--- src/rtl/ucsbece154b_mem_arbiter_pkg.sv ---
// ucsbece154b_mem_arbiter_pkg: shared state encodings, requester indices and block size
package ucsbece154b_mem_arbiter_pkg;
  localparam logic [1:0] IDLE  = 2'd0;
  localparam logic [1:0] REQ   = 2'd1;
  localparam logic [1:0] BURST = 2'd2;
  localparam int REQ_IC = 0;
  localparam int REQ_DC = 1;
  localparam int BLOCK_SIZE_DEFAULT = 4;
endpackage

--- src/rtl/ucsbece154b_mem_arbiter_if.sv ---
// ucsbece154b_mem_arbiter_if: cache/SDRAM read bus bundle seen by the arbiter
interface ucsbece154b_mem_arbiter_if;
  logic        icReadRequest_i;
  logic [31:0] icReadAddress_i;
  logic        icDataReady_o;
  logic        dcReadRequest_i;
  logic [31:0] dcReadAddress_i;
  logic        dcDataReady_o;
  logic [31:0] dataOut_o;
  logic        sdramReadRequest_o;
  logic [31:0] sdramReadAddress_o;
  logic        sdramDataReady_i;
  logic [31:0] sdramDataIn_i;
  logic [1:0]  grant_o;
  logic        burstError_o;
  modport slave (
    input  icReadRequest_i, icReadAddress_i, dcReadRequest_i, dcReadAddress_i,
           sdramDataReady_i, sdramDataIn_i,
    output icDataReady_o, dcDataReady_o, dataOut_o, sdramReadRequest_o,
           sdramReadAddress_o, grant_o, burstError_o
  );
  modport master (
    output icReadRequest_i, icReadAddress_i, dcReadRequest_i, dcReadAddress_i,
           sdramDataReady_i, sdramDataIn_i,
    input  icDataReady_o, dcDataReady_o, dataOut_o, sdramReadRequest_o,
           sdramReadAddress_o, grant_o, burstError_o
  );
endinterface

--- src/rtl/ucsbece154b_rr_arb2.sv ---
// ucsbece154b_rr_arb2: combinational 2-way round-robin / fixed-priority picker
module ucsbece154b_rr_arb2 (
  input  logic [1:0] req_i,
  input  logic       last_grant_i,
  input  logic       mode_i,
  output logic [1:0] grant_o
);
  // on a tie the icache wins if priority is fixed or the dcache was served last
  always_comb grant_o = (req_i == 2'b11) ? ((mode_i || last_grant_i) ? 2'b01 : 2'b10) : req_i;
endmodule

--- src/rtl/ucsbece154b_mem_arbiter.sv ---
// ucsbece154b_mem_arbiter: shares the SDRAM read bus between icache and dcache,
// holding each grant for a full block burst
module ucsbece154b_mem_arbiter
  import ucsbece154b_mem_arbiter_pkg::*;
#(
  parameter int BLOCK_SIZE     = BLOCK_SIZE_DEFAULT,
  parameter bit FIXED_PRIORITY = 1'b0
) (
  input logic clk,
  input logic reset_i,
  ucsbece154b_mem_arbiter_if.slave bus
);
  localparam int CW = $clog2(BLOCK_SIZE);
  logic [1:0]    state_q, state_d, grant_q, grant_d, pick;
  logic [31:0]   addr_q, addr_d, ic_grants_q, ic_grants_d, dc_grants_q, dc_grants_d;
  logic          req_q, req_d, err_q, err_d, last_q, last_d, drdy, active;
  logic [CW-1:0] cnt_q, cnt_d;
  assign drdy   = bus.sdramDataReady_i;
  assign active = (state_q == REQ) || (state_q == BURST);
  ucsbece154b_rr_arb2 u_arb (
    .req_i       ({bus.dcReadRequest_i, bus.icReadRequest_i}),
    .last_grant_i(last_q),
    .mode_i      (FIXED_PRIORITY),
    .grant_o     (pick)
  );
  always_comb begin
    state_d     = state_q;
    grant_d     = grant_q;
    addr_d      = addr_q;
    req_d       = req_q;
    err_d       = err_q;
    last_d      = last_q;
    cnt_d       = cnt_q;
    ic_grants_d = ic_grants_q;
    dc_grants_d = dc_grants_q;
    case (state_q)
      IDLE: if (|pick) begin
        state_d = REQ;
        grant_d = pick;
        addr_d  = pick[REQ_DC] ? bus.dcReadAddress_i : bus.icReadAddress_i;
        req_d   = 1'b1;
      end
      REQ: if (drdy) begin
        state_d = BURST;
        cnt_d   = CW'(1);
        req_d   = 1'b0;
      end
      BURST: if (!drdy || cnt_q == CW'(BLOCK_SIZE - 1)) begin
        state_d     = IDLE;
        grant_d     = 2'b00;
        cnt_d       = '0;
        last_d      = grant_q[REQ_DC];
        err_d       = err_q | !drdy;
        ic_grants_d = ic_grants_q + {31'd0, drdy & grant_q[REQ_IC]};
        dc_grants_d = dc_grants_q + {31'd0, drdy & grant_q[REQ_DC]};
      end else cnt_d = cnt_q + CW'(1);
      default: state_d = IDLE;
    endcase
  end
  always_ff @(posedge clk or posedge reset_i) begin
    if (reset_i) begin
      state_q     <= IDLE;
      grant_q     <= 2'b00;
      addr_q      <= '0;
      req_q       <= 1'b0;
      err_q       <= 1'b0;
      last_q      <= 1'b1;
      cnt_q       <= '0;
      ic_grants_q <= '0;
      dc_grants_q <= '0;
    end else begin
      state_q     <= state_d;
      grant_q     <= grant_d;
      addr_q      <= addr_d;
      req_q       <= req_d;
      err_q       <= err_d;
      last_q      <= last_d;
      cnt_q       <= cnt_d;
      ic_grants_q <= ic_grants_d;
      dc_grants_q <= dc_grants_d;
    end
  end
  assign bus.icDataReady_o      = drdy & grant_q[REQ_IC] & active;
  assign bus.dcDataReady_o      = drdy & grant_q[REQ_DC] & active;
  assign bus.dataOut_o          = bus.sdramDataIn_i;
  assign bus.sdramReadRequest_o = req_q;
  assign bus.sdramReadAddress_o = addr_q;
  assign bus.grant_o            = grant_q;
  assign bus.burstError_o       = err_q;
endmodule
--- src/flat_wrapper.sv ---
// flat-port wrapper written by rule: the top's interface ports become plain ports
module ucsbece154b_mem_arbiter_flat import ucsbece154b_mem_arbiter_pkg::*;
#(
  parameter int BLOCK_SIZE     = BLOCK_SIZE_DEFAULT,
  parameter bit FIXED_PRIORITY = 1'b0
)
  (clk, reset_i, bus_icReadRequest_i, bus_icReadAddress_i, bus_dcReadRequest_i, bus_dcReadAddress_i, bus_sdramDataReady_i, bus_sdramDataIn_i, bus_icDataReady_o, bus_dcDataReady_o, bus_dataOut_o, bus_sdramReadRequest_o, bus_sdramReadAddress_o, bus_grant_o, bus_burstError_o);
  ucsbece154b_mem_arbiter_if bus_i ();
  input logic clk;
  input logic reset_i;
  input wire logic [$bits(bus_i.icReadRequest_i)-1:0] bus_icReadRequest_i;
  input wire logic [$bits(bus_i.icReadAddress_i)-1:0] bus_icReadAddress_i;
  input wire logic [$bits(bus_i.dcReadRequest_i)-1:0] bus_dcReadRequest_i;
  input wire logic [$bits(bus_i.dcReadAddress_i)-1:0] bus_dcReadAddress_i;
  input wire logic [$bits(bus_i.sdramDataReady_i)-1:0] bus_sdramDataReady_i;
  input wire logic [$bits(bus_i.sdramDataIn_i)-1:0] bus_sdramDataIn_i;
  output wire logic [$bits(bus_i.icDataReady_o)-1:0] bus_icDataReady_o;
  output wire logic [$bits(bus_i.dcDataReady_o)-1:0] bus_dcDataReady_o;
  output wire logic [$bits(bus_i.dataOut_o)-1:0] bus_dataOut_o;
  output wire logic [$bits(bus_i.sdramReadRequest_o)-1:0] bus_sdramReadRequest_o;
  output wire logic [$bits(bus_i.sdramReadAddress_o)-1:0] bus_sdramReadAddress_o;
  output wire logic [$bits(bus_i.grant_o)-1:0] bus_grant_o;
  output wire logic [$bits(bus_i.burstError_o)-1:0] bus_burstError_o;
  assign bus_i.icReadRequest_i = bus_icReadRequest_i;
  assign bus_i.icReadAddress_i = bus_icReadAddress_i;
  assign bus_i.dcReadRequest_i = bus_dcReadRequest_i;
  assign bus_i.dcReadAddress_i = bus_dcReadAddress_i;
  assign bus_i.sdramDataReady_i = bus_sdramDataReady_i;
  assign bus_i.sdramDataIn_i = bus_sdramDataIn_i;
  assign bus_icDataReady_o = bus_i.icDataReady_o;
  assign bus_dcDataReady_o = bus_i.dcDataReady_o;
  assign bus_dataOut_o = bus_i.dataOut_o;
  assign bus_sdramReadRequest_o = bus_i.sdramReadRequest_o;
  assign bus_sdramReadAddress_o = bus_i.sdramReadAddress_o;
  assign bus_grant_o = bus_i.grant_o;
  assign bus_burstError_o = bus_i.burstError_o;
  ucsbece154b_mem_arbiter #(.BLOCK_SIZE(BLOCK_SIZE), .FIXED_PRIORITY(FIXED_PRIORITY)) u_core (.clk(clk), .reset_i(reset_i), .bus(bus_i));
endmodule
--- config.mk ---
export PLATFORM = sky130hd
export DESIGN_NAME = ucsbece154b_mem_arbiter_flat
export DESIGN_NICKNAME = d
export VERILOG_FILES = /design/src/rtl/ucsbece154b_mem_arbiter_pkg.sv /design/src/rtl/ucsbece154b_mem_arbiter_if.sv /design/src/rtl/ucsbece154b_rr_arb2.sv /design/src/rtl/ucsbece154b_mem_arbiter.sv /design/src/flat_wrapper.sv
export SDC_FILE = /design/constraint.sdc
export NUM_CORES = 1
export LEC_CHECK = 0
export CAP_MARGIN = 20
export CORE_ASPECT_RATIO = 0.5
export CORE_MARGIN = 4
export CORE_UTILIZATION = 34
export DETAILED_ROUTE_END_ITERATION = 10
export HOLD_SLACK_MARGIN = 0.12
export PLACE_DENSITY = 0.91
export SYNTH_ARGS = -nofsm -noshare
export SYNTH_HDL_FRONTEND = slang
export SYNTH_SLANG_ARGS = --single-unit
--- constraint.sdc ---
create_clock -name clk -period 2.3 [get_ports clk]
set_input_delay 0.46 -clock clk [delete_from_list [all_inputs] [get_ports clk]]
set_output_delay 0.46 -clock clk [all_outputs]
set_load 0.005 [all_outputs]
==> results of run 1 <==
==> what timing repair did <==
item	in CTS	in global routing
endpoints found under the setup margin	0	1
resized for setup	0	1
setup buffers	0	1
==> cells in the mapped netlist (2+ instances only) <==
cell type   n
mux2_2      3
and3_1      2
ha_1        5
nand2_1    34
a21o_1      2
buf_4      33
nand2b_1    2
clkbuf_1    2
o21ai_0    35
inv_1       6
buf_6       3
dfrtp_1    40
mux2i_1    32
buf_2       6
==> metal layers <==
metal | vias to the layer above | part of all wire (%) | global-route usage (%)
met5 | - | 0 | 0
met4 | 0 | 0.93 | 3.59
met2 | 50 | 55 | 25.9
met3 | 4 | 6.7 | 5.16
li1 | 880 | - | -
met1 | 824 | 37 | 15.2
==> final cells by class <==
type | instances | area, um2
Multi-Input combinational cell | 132 | 903
Clock inverter | 1 | 5.00
Sequential cell | 41 | 1030
Tap cell | 88 | 110
Inverter | 6 | 22.5
Timing Repair Buffer | 112 | 1120
Clock buffer | 7 | 153
Fill cell | 554 | 2910
==> metrics by stage <==
stage / worst slack, ns / power [mW] / instances / area (um2) / hold WS [ns]
after floorplan: 0.691 / 2.11 / 223 / 2260 / 0.451
after global placement: 0.257 / 2.94 / 378 / 3170 / 0.450
after detailed placement: 0.152 / 3.03 / 378 / 3170 / 0.454
after CTS: 0.0300 / 3.77 / 386 / 3330 / 0.480
after global routing: 0.0478 / 4.02 / 387 / 3340 / 0.505
final: 0.148 / 3.72 / 387 / 3340 / 0.474
==> registers in the layout (all words and copies together), names as in the netlist <==
register / flops
u_core.bus.burstError_o: 1
u_core.bus.grant_o: 2
u_core.bus.sdramReadAddress_o: 32
u_core.bus.sdramReadRequest_o: 1
u_core.cnt_q: 2
u_core.last_q: 1
u_core.state_q: 2
==> power by group <==
group / switching, mW / internal, mW / total (mW)
combinational: 0.716 / 1.01 / 1.72
clock: 0.266 / 0.459 / 0.726
sequential: 0.195 / 1.08 / 1.28
total: 1.18 / 2.55 / 3.72
==> path summary, 6_finish.rpt <==
path,startpoint,endpoint,slack (ns),cells past startpoint
max in group asynchronous,reset_i,u_core.last_q,1.32,3
min in group asynchronous,reset_i,u_core.bus.sdramReadAddress_o[24],0.62,3
min,u_core.bus.burstError_o,u_core.bus.burstError_o,0.47,1
max,u_core.state_q[0],bus_dcDataReady_o,0.15,4
max reg2reg,u_core.state_q[0],u_core.state_q[0],0.50,5
min reg2reg,u_core.bus.burstError_o,u_core.bus.burstError_o,0.47,1
==> cells by family (layout without fill, tap and decap cells) <==
logic type / count (synthesis) / after routing
and+or+nand+nor: 44 / 44
muxes: 35 / 35
AOI/OAI and AO/OA: 48 / 48
adders and majority gates: 5 / 5
buffers and inverters: 50 / 126
DFF: 41 / 41
==> run summary, run 1 <==
status = complete, no violations
CTS root buffer = clkbuf_16
Total Wirelength = 5.70 mm
CTS tree = done
Crit path arrival time = 1.69 ns
CP Max Fanout = 3
Synth top area share = 44.3%
simple logic cell fraction of the synthesized area = 8.47%
clock skew = 0.00264 ns
slew margin rel. = 65.5%
setup TNS = 0 ns
Min Clock Period, post-route = 2.15 ns
pwr dens = 1110 mW/mm2
setup violators final = 0
Area Overhead vs Synth = 47.8%
Avg Cell Area, Syn = 10.1 um2
DR WL/cell = 14.7 um
Syn Inst Count = 223
cell family with most CP delay = buffers and inverters
Yosys reg bits = 41
initial core utilization = 36.1%
CORE AREA = 0.00626 mm2
Final GP Congestion = 0.796
clk sink count = 41
Pre-Repair DR Iteration Count = 3
fraction of registers with async set/reset = 100%
initial antenna violation count = 0
io pins = 171
EDFF count, synth = 0
DRC viols = 0
Max Transition Viols Final = 0
Critical Setup Path Class = register to primary output
fin crit share = 93.6%
H-tree depth = 2
leading post-synthesis cells by cell area = dfrtp_1 (44%), mux2i_1 (14%), buf_4 (11%)
commonest non-fill, non-tap cell in the layout = clkdlybuf4s50_1
CP Buf/Inv Count = 2
first-pass GRT wire length = 8.94 mm
global route overflow = 0
Die Area = 0.00810 mm2
area leader, netlist = dfrtp_1
Most used DFF post-synth = dfrtp_1
Max Fclk = 465 MHz
sequential share of the synthesized area = 45.4%
Worst-path clk slew = 0.06 ns
CTS Buffer Depth = 2
Peak VDD IR = 0.432 mV
via count = 1758
Synth Area in Adders = 2.77%
P_leak = 1.52 nW
Synth Area in Compound Gates = 12.6%
largest family of logic cells by synthesized area = multiplexers
Die Ht = 65.7 um
max incr delay on CP = 0.49 ns
ANT cells = 0
DRT antenna net count = 0
final hold vios = 0
Setup crit end kind = primary output
layout cells sized above 1 = 8.03%
Final nets = 404
Worst Hold Class = register to register
vias per cell = 4.54
crit path max-delay cell type = clkdlybuf4s50_1
CTS Hold Bufs = 0
synthesized area = 0.00226 mm2
largest net degree at the start of global routing = 42
Port Buffers = 106
number of global-route vias before repair = 1867
CTS buffer count = 5
maxcap violations = 0
RSZ-0062 raised after global routing = false
Util after Layout = 53.4%
Syn Nets = 329
row count = 20
post-synthesis mux area share = 15.7%
WP data required = 1.84 ns
Cell Chain, Critical Path = inv_1 -> ha_1 -> and3_1 -> clkdlybuf4s50_1
die span in x = 123 um
DP HPWL = 4.48 mm
most frequent cells in the layout = clkdlybuf4s50_1 (105), dfrtp_1 (40), nand2_1 (34), o21ai_0 (34), mux2i_1 (32)
critical path startpoint category = register
worst slew pin tran = 0.517 ns
Total GRT Usage = 14.0%
post-synthesis cell type count = 32
clk_lat worst skew = 0.27 ns
synth warn = 0
drt initial violations = 77
post-synthesis xor/xnor area fraction = 0%
(Power assumes the default switching activity.)
==> inputs of run 2 (changes only) <==
Settings changed: ABC_AREA from default to 1, CORE_UTILIZATION 34 to 35.
==> run 2 against run 1 <==
Cell count up 29%. Fmax down 1.7%. Die area is 2.4% higher. Clock skew increased by 0.0027 ns. Global-route usage up 1.3 points. First-iteration DRC count increased by 94%. Sequential share of layout area down 0.90 points. Hold slack improved by 0.0058 ns. Final area up 3.0%. Non-clock buffer count increased by 1. Sequential cell count stayed put. Total power is 0.42% lower. Critical endpoint unchanged. Highest routed layer unchanged.
==> run summary, run 2 <==
status = complete, no violations
Final GP Congestion = 0.874 (+9.7%)
CTS tree = done
ANT cells = 0 (unchanged)
row count = 20 (unchanged)
CTS Buffer Depth = 2 (unchanged)
max incr delay on CP = 0.52 ns (+0.03 ns)
largest net degree at the start of global routing = 42 (unchanged)
drt initial violations = 149 (+94%)
Post-synth top cells = nand2_1 (214), dfrtp_1 (40), buf_4 (35), inv_1 (8), buf_2 (6)
max reg flops = 32 (unchanged)
clk sink count = 41 (unchanged)
fraction of registers with async set/reset = 100% (unchanged)
CORE AREA = 0.00633 mm2 (+1.2%)
die span in x = 125 um (+1.2%)
maxcap violations = 0 (unchanged)
CTS buffer count = 5 (unchanged)
cell family with most CP delay = buffers and inverters
Die Area = 0.00829 mm2 (+2.4%)
commonest non-fill, non-tap cell in the layout = nand2_1
count leader, synth = nand2_1
layout cells sized above 1 = 5.33% (-2.7 points)
setup slack, reg-to-reg = 0.69 ns (+0.19 ns)
synth warn = 0 (unchanged)
Min-Delay Endpoint = u_core.bus.sdramReadAddress_o[20]
worst reg2reg path depth = 6 (+1)
Syn Nets = 442 (+34%)
EDFF count, synth = 0 (unchanged)
crit-path most repeated cell = inv_1
Max Transition Viols Final = 0 (unchanged)
pwr dens = 1080 mW/mm2 (-3.4%)
leading post-synthesis cells by cell area = dfrtp_1 (42%), nand2_1 (34%), buf_4 (11%)
Total GRT Usage = 15.3% (+1.3 points)
worst slew pin tran = 0.542 ns (+0.0253 ns)
slew margin rel. = 63.8% (-1.7 points)
P_leak = 1.77 nW (+16%)
clk_lat worst skew = 0.28 ns (about the same)
sequential share of the synthesized area = 43.0% (-2.4 points)
fin crit share = 95.2% (+1.6 points)
post-synthesis cell type count = 22 (-31%)
WP data required = 1.84 ns (about the same)
critical path startpoint category = register
Power Internal = 2.42 mW (-4.9%)
WHS Path Cells = 2 (+1)
dpl ws = 0.109 ns (-0.0432 ns)
Worst-path clk slew = 0.06 ns (about the same)
Synth top area share = 41.9% (-2.4 points)
via count = 2213 (+26%)
DRC viols = 0 (unchanged)
area leader, netlist = dfrtp_1
Pre-Repair DR Iteration Count = 4 (+1)
setup violators final = 0 (unchanged)
DP HPWL = 4.86 mm (+8.5%)
vias per cell = 4.42 (-2.8%)
Port Buffers = 106 (unchanged)
synthesized area = 0.00239 mm2 (+5.6%)
Crit path arrival time = 1.73 ns (+0.04 ns)
Setup crit end kind = primary output
Syn Inst Count = 336 (+51%)
clock skew = 0.00537 ns (+0.00272 ns)
first-pass GRT wire length = 10.3 mm (+15%)
Most used DFF post-synth = dfrtp_1
Yosys reg bits = 41 (unchanged)
H-tree depth = 2 (unchanged)
initial core utilization = 37.7% (+1.6 points)
Sw Pwr = 1.29 mW (+9.2%)
Hold Crit Start = u_core.bus.sdramReadAddress_o[20]
Critical Setup Path Class = register to primary output
DRT antenna net count = 0 (unchanged)
initial antenna violation count = 0 (unchanged)
Clock Power Share = 19.7% (+0.2 points)
Final nets = 518 (+28%)
Cell Chain, Critical Path = inv_1 -> ha_1 -> inv_1 -> nor3_1 -> clkdlybuf4s50_1
number of global-route vias before repair = 2175 (+16%)
Area Overhead vs Synth = 44.2%
Peak VDD IR = 0.377 mV (-13%)
crit path max-delay cell type = clkdlybuf4s50_1
Die Ht = 66.4 um (+1.1%)
Seq pwr share = 33.3% (-1.0 points)
Max Fclk = 457 MHz (-1.7%)
final hold vios = 0 (unchanged)
RR Endpoint = u_core.bus.sdramReadAddress_o[21]
CP Buf/Inv Count = 3 (+1)
Worst R2R Start = u_core.state_q[1]
Total Wirelength = 6.56 mm (+15%)
most frequent cells in the layout = nand2_1 (214), clkdlybuf4s50_1 (106), dfrtp_1 (40)
CTS root buffer = clkbuf_16
switching share of power = 34.7% (+3.1 points)
Logic pwr share = 47.0% (+0.7 points)
io pins = 171 (unchanged)
CP Max Fanout = 3 (unchanged)
Worst Hold Class = register to register
DR WL/cell = 13.1 um (-11%)
setup ws final = 0.111 ns (-0.0368 ns)
global route overflow = 0 (unchanged)
Total Power = 3.71 mW (-0.42%)
Min Clock Period, post-route = 2.19 ns (+0.0368 ns)
Avg Cell Area, Syn = 7.11 um2 (-30%)
-- run 2: cell type report --
class                   instances  area (um2)
clock buffers                   7         153
clock inverters                 1        5.00
fillers                       548        2890
inverters                      10        40.0
multi-input cells             241         995
flip-flops and latches         41        1030
well taps                      88         110
repair buffers                113        1110
-- run 2: power by group through the flow --
stage	combinational (mW)	sequential [mW]	clock, mW
after global placement	1.70	1.23	0
after floorplan	0.884	1.25	0
final	1.74	1.24	0.731
after detailed placement	1.74	1.24	0
after CTS	1.75	1.24	0.737
after global routing	1.95	1.28	0.764
-- run 2: how the worst max path moves through the flow --
| stage | from | to | cells past startpoint |
|---|---|---|---|
| 6_report | u_core.state_q[1] | bus_dcDataReady_o | 5 |
| 3_5_place_dp | bus_sdramDataReady_i | bus_dcDataReady_o | 4 |
| 3_3_place_gp | bus_sdramDataReady_i | bus_dcDataReady_o | 4 |
| 4_1_cts | u_core.state_q[0] | bus_dcDataReady_o | 5 |
| 2_1_floorplan | reset_i | u_core.bus.burstError_o | 1 |
| 5_1_grt | u_core.state_q[1] | bus_dcDataReady_o | 5 |
-- run 2: metrics by stage --
step / std cells / TNS, ns / utilization (%) / hold slack (ns) / cell area, um2
global route: 501 / -0.00624 / 54.4 / 0.501 / 3440
finish: 501 / 0 / 54.4 / 0.479 / 3440
floorplan: 336 / 0 / - / 0.446 / 2390
detailed placement: 491 / 0 / 51.7 / 0.464 / 3270
CTS: 499 / 0 / 54.2 / 0.479 / 3430
global placement: 491 / 0 / 51.7 / 0.460 / 3270
-- run 2: metal layers --
layer / wire, um / global-route usage (%) / up-vias
met5: 0 / 0 / -
met4: 204 / 6.62 / 0
met3: 247 / 3.47 / 23
met2: 3570 / 29.2 / 53
met1: 2530 / 16.5 / 1001
li1: - / - / 1136
-- run 2: logic make-up after synthesis --
logic type / synth area share, %
buffers and inverters: 15.3
flip-flops: 43.0
AND/OR/NAND/NOR: 37.3
adder cells (fa/ha/maj): 2.62
AO/OA/AOI/OAI: 1.68
-- run 2: worst min-delay path, delay by kind of cell, from the launching register on --
kind | cells | cell delay, ns
simple gates | 2 | 0.11
flops | 1 | 0.34
-- run 2: what timing repair did --
| action | CTS | global route |
|---|---|---|
| buffers inserted | 0 | 2 |
| hold buffers | 0 | 0 |
| resized for setup | 0 | 0 |
| endpoints found under the setup margin | 0 | 1 |
==> inputs of run 3 (changes only) <==
Settings changed: CTS_CLUSTER_SIZE from default to 10.
==> results of run 3 <==
Same layout as run 2: the final DEF is identical, and so are final timing and power.
